===== src/rtl/pcie_irq_arbiter_pkg.sv =====
// Shared types and constants for the PCIe interrupt arbiter.
// States, channel limit, MSI vector width and the vector clamp helper.
package pcie_irq_pkg;

  localparam int MAX_CHAN = 8;
  localparam int VEC_W    = 8;

  typedef enum logic [2:0] {
    IDLE,
    MSI_REQ,
    LEG_ASSERT,
    LEG_WAIT,
    LEG_DEASSERT
  } irq_state_e;

  // Winner index limited to the highest vector the core allocated.
  function automatic logic [VEC_W-1:0] vec_clamp(
    input logic [VEC_W-1:0] win,
    input logic [2:0]       mm
  );
    logic [VEC_W-1:0] lim;
    lim = (8'd1 << mm) - 8'd1;
    return (win > lim) ? lim : win;
  endfunction

endpackage


===== src/rtl/pcie_irq_arbiter_if.sv =====
// Configuration-interrupt handshake toward the PCIe endpoint core.
// master = interrupt arbiter, slave = endpoint core.
interface pcie_irq_arbiter_if;
  import pcie_irq_pkg::*;

  logic             cfg_interrupt_n;
  logic             cfg_interrupt_rdy_n;
  logic             cfg_interrupt_assert_n;
  logic [VEC_W-1:0] cfg_interrupt_di;

  modport master (
    output cfg_interrupt_n,
    output cfg_interrupt_assert_n,
    output cfg_interrupt_di,
    input  cfg_interrupt_rdy_n
  );

  modport slave (
    input  cfg_interrupt_n,
    input  cfg_interrupt_assert_n,
    input  cfg_interrupt_di,
    output cfg_interrupt_rdy_n
  );

endinterface


===== src/rtl/pcie_irq_arbiter_rr_arbiter.sv =====
// Combinational round-robin pick over the eligible channels.
// Search begins at ptr_i and wraps from N_CHAN-1 back to 0.
module rr_arbiter #(
  parameter int N_CHAN = 4,
  parameter int CH_W   = 3
) (
  input  logic [N_CHAN-1:0] req_i,
  input  logic [CH_W-1:0]   ptr_i,
  output logic [CH_W-1:0]   gnt_o,
  output logic              valid_o
);

  logic [2*N_CHAN-1:0] dbl;
  logic [N_CHAN-1:0]   rot;

  assign dbl = {req_i, req_i};
  assign rot = N_CHAN'(dbl >> ptr_i);

  // Lowest rotated offset wins; scanning downward lets it overwrite.
  always_comb begin
    int k;
    k       = 0;
    gnt_o   = '0;
    valid_o = 1'b0;
    for (int i = N_CHAN - 1; i >= 0; i--) begin
      if (rot[i]) begin
        k = int'(ptr_i) + i;
        if (k >= N_CHAN) k = k - N_CHAN;
        gnt_o   = CH_W'(k);
        valid_o = 1'b1;
      end
    end
  end

endmodule


===== src/rtl/pcie_irq_arbiter.sv =====
// Multi-channel MSI / legacy INTx interrupt arbiter for the PCIe endpoint.
// Optional MSI coalescing holdoff: define IRQ_COALESCE_EN.
module pcie_irq_arbiter
  import pcie_irq_pkg::*;
#(
  parameter int N_CHAN  = 4,
  parameter int CH_W    = 3,
  parameter int HOLDOFF = 256
) (
  input  logic              clk,
  input  logic              rst,
  input  logic [N_CHAN-1:0] irq_req_i,
  input  logic [N_CHAN-1:0] irq_mask_i,
  input  logic [N_CHAN-1:0] irq_ack_i,
  input  logic              msi_enable_i,
  input  logic [2:0]        msi_mmenable_i,
  pcie_irq_arbiter_if.master cfg,
  output logic [N_CHAN-1:0] pending_o,
  output logic              busy_o
);

  if (N_CHAN < 1 || N_CHAN > MAX_CHAN || (1 << CH_W) < N_CHAN ||
      HOLDOFF < 1 || HOLDOFF > 65535) begin : g_bad_cfg
    $error("pcie_irq_arbiter: illegal parameter set");
  end

  irq_state_e        state_d, state_q;
  logic [N_CHAN-1:0] pend_d, pend_q;
  logic [CH_W-1:0]   rr_d, rr_q;
  logic [CH_W-1:0]   win_d, win_q;
  logic [N_CHAN-1:0] elig, clr;
  logic [CH_W-1:0]   arb_gnt, rr_next;
  logic              arb_valid, msi_done, hold_ok;

  assign elig    = pend_q & ~irq_mask_i;
  assign rr_next = (win_q == CH_W'(N_CHAN - 1)) ? '0 : win_q + 1'b1;
  assign msi_done = (state_q == MSI_REQ) && !cfg.cfg_interrupt_rdy_n;

  rr_arbiter #(.N_CHAN(N_CHAN), .CH_W(CH_W)) u_rr (
    .req_i   (elig),
    .ptr_i   (rr_q),
    .gnt_o   (arb_gnt),
    .valid_o (arb_valid)
  );

`ifdef IRQ_COALESCE_EN
  logic [15:0] hold_d, hold_q;

  // Holdoff reloads on every MSI completion, then counts down to zero.
  always_comb begin
    hold_d = hold_q;
    if (msi_done) hold_d = 16'(HOLDOFF);
    else if (hold_q != '0) hold_d = hold_q - 16'd1;
  end

  // Holdoff counter register.
  always_ff @(posedge clk) begin
    if (rst) hold_q <= '0;
    else     hold_q <= hold_d;
  end

  assign hold_ok = (hold_q == '0);
`else
  assign hold_ok = 1'b1;
`endif

  // Pending bits: set beats clear; MSI clears on grant, INTx on ack.
  always_comb begin
    clr = msi_enable_i ? '0 : irq_ack_i;
    if (msi_done) clr = clr | (N_CHAN'(1) << win_q);
    pend_d = (pend_q & ~clr) | irq_req_i;
  end

  // Next state, winner latch, pointer advance and core-facing outputs.
  always_comb begin
    state_d = state_q;
    win_d   = win_q;
    rr_d    = rr_q;
    cfg.cfg_interrupt_n        = 1'b1;
    cfg.cfg_interrupt_assert_n = 1'b1;
    cfg.cfg_interrupt_di       = '0;
    unique case (state_q)
      IDLE: begin
        if (arb_valid && hold_ok) begin
          win_d   = arb_gnt;
          state_d = msi_enable_i ? MSI_REQ : LEG_ASSERT;
        end
      end
      MSI_REQ: begin
        cfg.cfg_interrupt_n  = 1'b0;
        cfg.cfg_interrupt_di = vec_clamp(VEC_W'(win_q), msi_mmenable_i);
        if (!cfg.cfg_interrupt_rdy_n) begin
          rr_d    = rr_next;
          state_d = IDLE;
        end
      end
      LEG_ASSERT: begin
        cfg.cfg_interrupt_n        = 1'b0;
        cfg.cfg_interrupt_assert_n = 1'b0;
        if (!cfg.cfg_interrupt_rdy_n) state_d = LEG_WAIT;
      end
      LEG_WAIT: begin
        if (elig == '0) state_d = LEG_DEASSERT;
      end
      LEG_DEASSERT: begin
        cfg.cfg_interrupt_n = 1'b0;
        if (!cfg.cfg_interrupt_rdy_n) begin
          rr_d    = rr_next;
          state_d = IDLE;
        end
      end
      default: state_d = IDLE;
    endcase
  end

  // State, pending, pointer and winner registers.
  always_ff @(posedge clk) begin
    if (rst) begin
      state_q <= IDLE;
      pend_q  <= '0;
      rr_q    <= '0;
      win_q   <= '0;
    end else begin
      state_q <= state_d;
      pend_q  <= pend_d;
      rr_q    <= rr_d;
      win_q   <= win_d;
    end
  end

  assign pending_o = pend_q;
  assign busy_o    = (state_q != IDLE);

endmodule


===== src/flat_wrapper.sv =====
// flat-port wrapper written by rule: the top's interface ports become plain ports
module pcie_irq_arbiter_flat import pcie_irq_pkg::*;
#(
  parameter int N_CHAN  = 4,
  parameter int CH_W    = 3,
  parameter int HOLDOFF = 256
)
  (clk, rst, irq_req_i, irq_mask_i, irq_ack_i, msi_enable_i, msi_mmenable_i, pending_o, busy_o, cfg_cfg_interrupt_n, cfg_cfg_interrupt_assert_n, cfg_cfg_interrupt_di, cfg_cfg_interrupt_rdy_n);
  pcie_irq_arbiter_if cfg_i ();
  input  logic clk;
  input  logic rst;
  input  logic [N_CHAN-1:0] irq_req_i;
  input  logic [N_CHAN-1:0] irq_mask_i;
  input  logic [N_CHAN-1:0] irq_ack_i;
  input  logic msi_enable_i;
  input  logic [2:0] msi_mmenable_i;
  output logic [N_CHAN-1:0] pending_o;
  output logic busy_o;
  output wire logic [$bits(cfg_i.cfg_interrupt_n)-1:0] cfg_cfg_interrupt_n;
  output wire logic [$bits(cfg_i.cfg_interrupt_assert_n)-1:0] cfg_cfg_interrupt_assert_n;
  output wire logic [$bits(cfg_i.cfg_interrupt_di)-1:0] cfg_cfg_interrupt_di;
  input wire logic [$bits(cfg_i.cfg_interrupt_rdy_n)-1:0] cfg_cfg_interrupt_rdy_n;
  assign cfg_cfg_interrupt_n = cfg_i.cfg_interrupt_n;
  assign cfg_cfg_interrupt_assert_n = cfg_i.cfg_interrupt_assert_n;
  assign cfg_cfg_interrupt_di = cfg_i.cfg_interrupt_di;
  assign cfg_i.cfg_interrupt_rdy_n = cfg_cfg_interrupt_rdy_n;
  pcie_irq_arbiter #(.N_CHAN(N_CHAN), .CH_W(CH_W), .HOLDOFF(HOLDOFF)) u_core (.clk(clk), .rst(rst), .irq_req_i(irq_req_i), .irq_mask_i(irq_mask_i), .irq_ack_i(irq_ack_i), .msi_enable_i(msi_enable_i), .msi_mmenable_i(msi_mmenable_i), .cfg(cfg_i), .pending_o(pending_o), .busy_o(busy_o));
endmodule

===== config.mk =====
export PLATFORM = sky130hd
export DESIGN_NAME = pcie_irq_arbiter_flat
export DESIGN_NICKNAME = d
export VERILOG_FILES = /design/src/rtl/pcie_irq_arbiter_pkg.sv /design/src/rtl/pcie_irq_arbiter_if.sv /design/src/rtl/pcie_irq_arbiter_rr_arbiter.sv /design/src/rtl/pcie_irq_arbiter.sv /design/src/flat_wrapper.sv
export SDC_FILE = /design/constraint.sdc
export NUM_CORES = 1
export LEC_CHECK = 0
export CORE_ASPECT_RATIO = 0.5
export CORE_MARGIN = 5
export CORE_UTILIZATION = 42
export CTS_CLUSTER_DIAMETER = 120
export DETAILED_ROUTE_END_ITERATION = 10
export GPL_TIMING_DRIVEN = 0
export PLACE_DENSITY_LB_ADDON = 0.12
export SYNTH_ARGS = -nofsm -noshare
export SYNTH_HDL_FRONTEND = slang
export SYNTH_SLANG_ARGS = --single-unit

===== constraint.sdc =====
create_clock -name clk -period 4 [get_ports clk]
set_clock_uncertainty 0.15 [all_clocks]
set_input_delay 0.6 -clock clk [delete_from_list [all_inputs] [get_ports clk]]
set_output_delay 0.6 -clock clk [all_outputs]
set_load 0.01 [all_outputs]

# == After elaboration in Yosys (flattened, before gate mapping) ==
# Index checks and enable logic that the tools add are counted.
# word_totals
in_bits,19
regBits,13
word_cells,72
out_inout_bits,15
# op_classes
n_bitwise,7
n_addsub,9
shift,3
n_eq_ne,9
order_cmp,5
reduce_logical,10
n_mux,25
# ops
cell,n
$mux W3,13
$mux W8,2
$ge A4 B3 Y1 const B,3
$pmux W3 S4,1
$sub A3 B3 Y3 const B,4
$eq A3 B2 Y1 const B,3
$add A3 B2 Y4 const B,2
$and A4 B4 Y4,2
$gt A3 B8 Y1,1
$mux W4,2
$not A4 Y4,2
$or A4 B4 Y4,2
$shl A1 B3 Y8 const A,1
$shr A8 B3 Y4,1
$sub A8 B1 Y8 const B,1
$mux W1,6
$add A3 B1 Y4 const B,1
$logic_not A4 Y1,1
$ne A2 B1 Y1 const B,2
$ne A2 B2 Y1 const B,2
$reduce_and A2 Y1,2
$reduce_and A4 Y1,1
$shl A1 B3 Y4 const A,1
$add A3 B1 Y3 const B,1
11 further kinds,11

# == Logic depth before layout (Yosys ltp) ==
# logic_depth
depth_word,9
depth_mapped,7
mapped_depth_nobuf,7

# == Modules after synthesis ==
# From an unflattened synthesis, not the netlist that was laid out.
# unflattened
hier_cells,162
area_unflattened_um2,1179.9
# modules_own_cells
module,n_inst,area_each_um2,seq_area_each_um2,cells_per_inst
pcie_irq_arbiter,1,902.1,260.2,116
rr_arbiter,1,277.8,0.0,46

# == Worst setup path after synthesis ==
# OpenSTA, ideal clock, no wires.
# synth_timing
kind,input-to-output
startpoint,input port msi_mmenable_i[2]
endpoint,output port cfg_cfg_interrupt_di[2]
setup_slack_ns,1.339
path_stages,6
arrival_time_ns,1.911
t_required_ns,3.250
cell_sequence,or3_1 -> ha_1 -> a31oi_1 -> o21a_1 -> nand3_1 -> a21oi_1
# synth_via
elab_chain_len,5
# synth_lines
item,line,text
start: declaration,flat_wrapper.sv:16,input logic [2:0] msi_mmenable_i;
$shl A1 B3 Y8 (*),pcie_irq_arbiter_pkg.sv:22,lim = (8'd1 << mm) - 8'd1;
$sub A8 B1 Y8 (*),pcie_irq_arbiter_pkg.sv:22,
$gt A3 B8 Y1,pcie_irq_arbiter_pkg.sv:23,return (win > lim) ? lim : win;
$mux W8 (*),pcie_irq_arbiter_pkg.sv:23,
$mux W8 (*),pcie_irq_arbiter.sv:82,unique case (state_q)
end: declaration,flat_wrapper.sv:21,output wire logic [$bits(cfg_i.cfg_interrupt_di)-1:0] cfg_cfg_interrupt_di;
# Mark *: on every way between the ends. The rest lies on a longest branch, timed or not.

# == Worst setup path in the final report ==
# Ends and elaborated chain as after synthesis.

==> results.cfg <==
[layout]
area_growth_pct = 33.1
final-seq-area_um2 = 260
fin_nets = 212
antenna-diode-count = 0
multi_input_area_um2 = 783
num-fill-cells = 236
drive_above_1_share_pct = 7.61

[sta]
setup_violations = 0
min_period_ns = 3.70
whs_ns = 0.376
setup_tns_ns = 0
hold_viol = 0
max_slew_margin_pct = 66.2
fmax_ghz = 0.271
worst_pin_slew_ns = 0.506
rsz0062_at_grt = false
slew_viol_final = 0
period_share_pct = 92.4

[floorplanning]
io_pins = 34
die_h_um = 46.8
die_area_um2 = 3910
core_um2 = 2590
num_rows = 13
start_util_pct = 44.0
die_w_um = 83.6

[drt]
viasPerCell = 5.40
drc = 0
wirelength_um = 3050
dr.pass1.iters = 4
vias = 1193
ant_nets = 0
drt_iter0_markers = 50
wl_per_cell_um = 13.8

[cts]
postCtsSetupBuffers = 0
hold_buffers = 0
cts_resized = 0
cts-root-buf = clkbuf_8
cts_inserted_buffers = 3
h-tree-depth = 1
clock-sinks = 13
cts_max_path_buffers = 2
cts_tree = built
clock_insertion_delay_worst_skew_ns = 0.25
cts.clk_slew.worst_paths_ns = 0.06

[min_path]
hold_class = flip-flop to flip-flop
hp-start = u_core.win_q[2]

[critical_path]
r2r_slack_ns = 1.94
path_cells = clkdlybuf4s50_1, or3_1, ha_1, a31oi_1, o21a_1, nand3_1, a21oi_1, clkdlybuf4s50_1
cp_top_family = buffers and inverters
start_kind = input port
r2r-start = u_core.pending_o[3]
timing.critical_path.buf_inv = 2
cp.arrival_ns = 2.95
crit_type = input port to output port
crit_start = msi_mmenable_i[2]
worst_path_max_delay_cell = clkdlybuf4s50_1
cp.required_ns = 3.25
cp_common_cell = clkdlybuf4s50_1
end_kind = output port
critPathMaxStageDelay_ns = 0.55
critPathMaxFanout = 4

[yosys]
syn_area_per_cell_um2 = 7.63
yosysSeqAreaShare_pct = 22.9
ys_types = 40
synth_area_leader_cell = dfxtp_1
netlist_area_um2 = 1140
yosys_register_bits = 13
synth_top_area_share_pct = 22.9
synth-main-ff-cell = dfxtp_1
yosysWarnings = 0
synthArstFlopShare_pct = 0
synthTopCellsByArea = dfxtp_1 (23%), ha_1 (8.8%), a21oi_1 (6.2%), inv_1 (4.0%), nand2b_1 (3.9%)
synthCells = 149
synth_edf_count = 0

[global_routing]
antenna_found_initial = 0
grt_pass1_wl_um = 4920
grt_pass1_vias = 1104
grt.total_usage_pct = 16.1
grt_max_degree = 11
overflow = 0

[power_and_ir_drop]
ir_drop_v = 0.000155
power_leakage_nw = 0.584
p_per_area_nw_per_um2 = 277

[flow_run]
cap_violations = 0

[placed_design]
routabilityCongestion = 0.916
hpwl_um = 2420
portBuffers = 27

[outcome]
status = finished, final reports clean
layout by cell type (no fill, tap or decap), drive strengths merged, types with 2 or more instances in the layout:
| master | n |
|---|---|
| a41oi | 2 |
| mux2i | 4 |
| buf | 7 |
| a211oi | 2 |
| inv | 13 |
| nor4 | 2 |
| clkdlybuf4s50 | 27 |
| clkbuf | 6 |
| nand3 | 6 |
| a31oi | 6 |
| xor2 | 2 |
| o21ai | 8 |
| a21oi | 14 |
| nand2b | 7 |
| conb | 5 |
| nor2b | 6 |
| nor2 | 10 |
| nand2 | 5 |
| ha | 8 |
| nor3 | 4 |
| dfxtp | 13 |
| nand4 | 5 |
| nor3b | 2 |
| or3 | 2 |
| o21a | 5 |
| o211ai | 3 |
stage by stage:
| step | instances | util (%) | worst slack, ns | power [mW] | instance area (µm²) |
|---|---|---|---|---|---|
| 5_1_grt | 221 | 58.5 | 0.185 | 0.447 | 1510 |
| 3_3_place_gp | 217 | 56.8 | 0.344 | 0.296 | 1470 |
| 2_1_floorplan | 153 | - | 1.34 | 0.239 | 1150 |
| 3_5_place_dp | 217 | 56.8 | 0.315 | 0.297 | 1470 |
| 6_report | 221 | 58.5 | 0.305 | 0.420 | 1510 |
| 4_1_cts | 221 | 58.5 | 0.311 | 0.423 | 1510 |
worst register-to-register path, delay by kind of cell, from the launching register on:
| kind | cells | cell delay [ns] |
|---|---|---|
| AOI/OAI and AO/OA | 2 | 0.73 |
| and+or+nand+nor | 3 | 0.67 |
| DFF | 1 | 0.38 |
state kept, by name, summed over array words and instances, names as in the netlist:
name	count
u_core.state_q	3
u_core.rr_q	3
u_core.win_q	3
u_core.pending_o	4
final cells by class:
cell class | count | area share [%]
Multi-Input combinational cell | 118 | 51.7
Timing Repair Buffer | 27 | 17.9
Sequential cell | 13 | 17.2
Buffer | 9 | 3.97
Clock buffer | 4 | 2.98
Tap cell | 37 | 3.06
Inverter | 13 | 3.22
synth_stat cells (3+ instances only):
library cell	count
nand4_1	5
nor2b_1	6
a21oi_1	14
nand2b_1	7
o21ai_0	8
o211ai_1	3
o21a_1	5
nor2_1	10
nand2_1	5
dfxtp_1	13
nand3_1	6
buf_4	5
mux2i_1	4
ha_1	8
nor3_1	4
a31oi_1	6
inv_1	12
per-layer routing:
layer	GRT usage, %	share of wire, %	wire, µm
met5	0	0	0
met2	24.5	41	1260
met3	6.30	9.6	293
met1	21.2	48	1480
met4	6.09	0.85	26
power by group:
| group | internal [mW] | total, mW | switching, mW |
|---|---|---|---|
| Sequential | 0.139 | 0.149 | 0.0106 |
| Clock | 0.0705 | 0.123 | 0.0525 |
| Combinational | 0.0715 | 0.147 | 0.0755 |
| Total | 0.281 | 0.420 | 0.139 |
final timing paths:
kind	to	depth (start not counted)
setup reg to reg	u_core.state_q[2]	5
hold / removal	u_core.win_q[2]	2
setup / recovery	cfg_cfg_interrupt_di[2]	8
hold reg to reg	u_core.win_q[2]	2
kinds of logic (layout without fill, tap and decap cells):
kind of cell | after synthesis | after routing | share of synthesized area, %
AND/OR/NAND/NOR | 52 | 52 | 26.0
XOR/XNOR | 2 | 2 | 1.54
other | 1 | 5 | 0.330
AO/OA/AOI/OAI | 47 | 47 | 27.4
adder cells (fa/ha/maj) | 8 | 8 | 8.80
flip-flops | 13 | 13 | 22.9
multiplexers | 4 | 4 | 3.52
buffers and inverters | 22 | 53 | 9.57
Power figures use the tool's default switching activity.
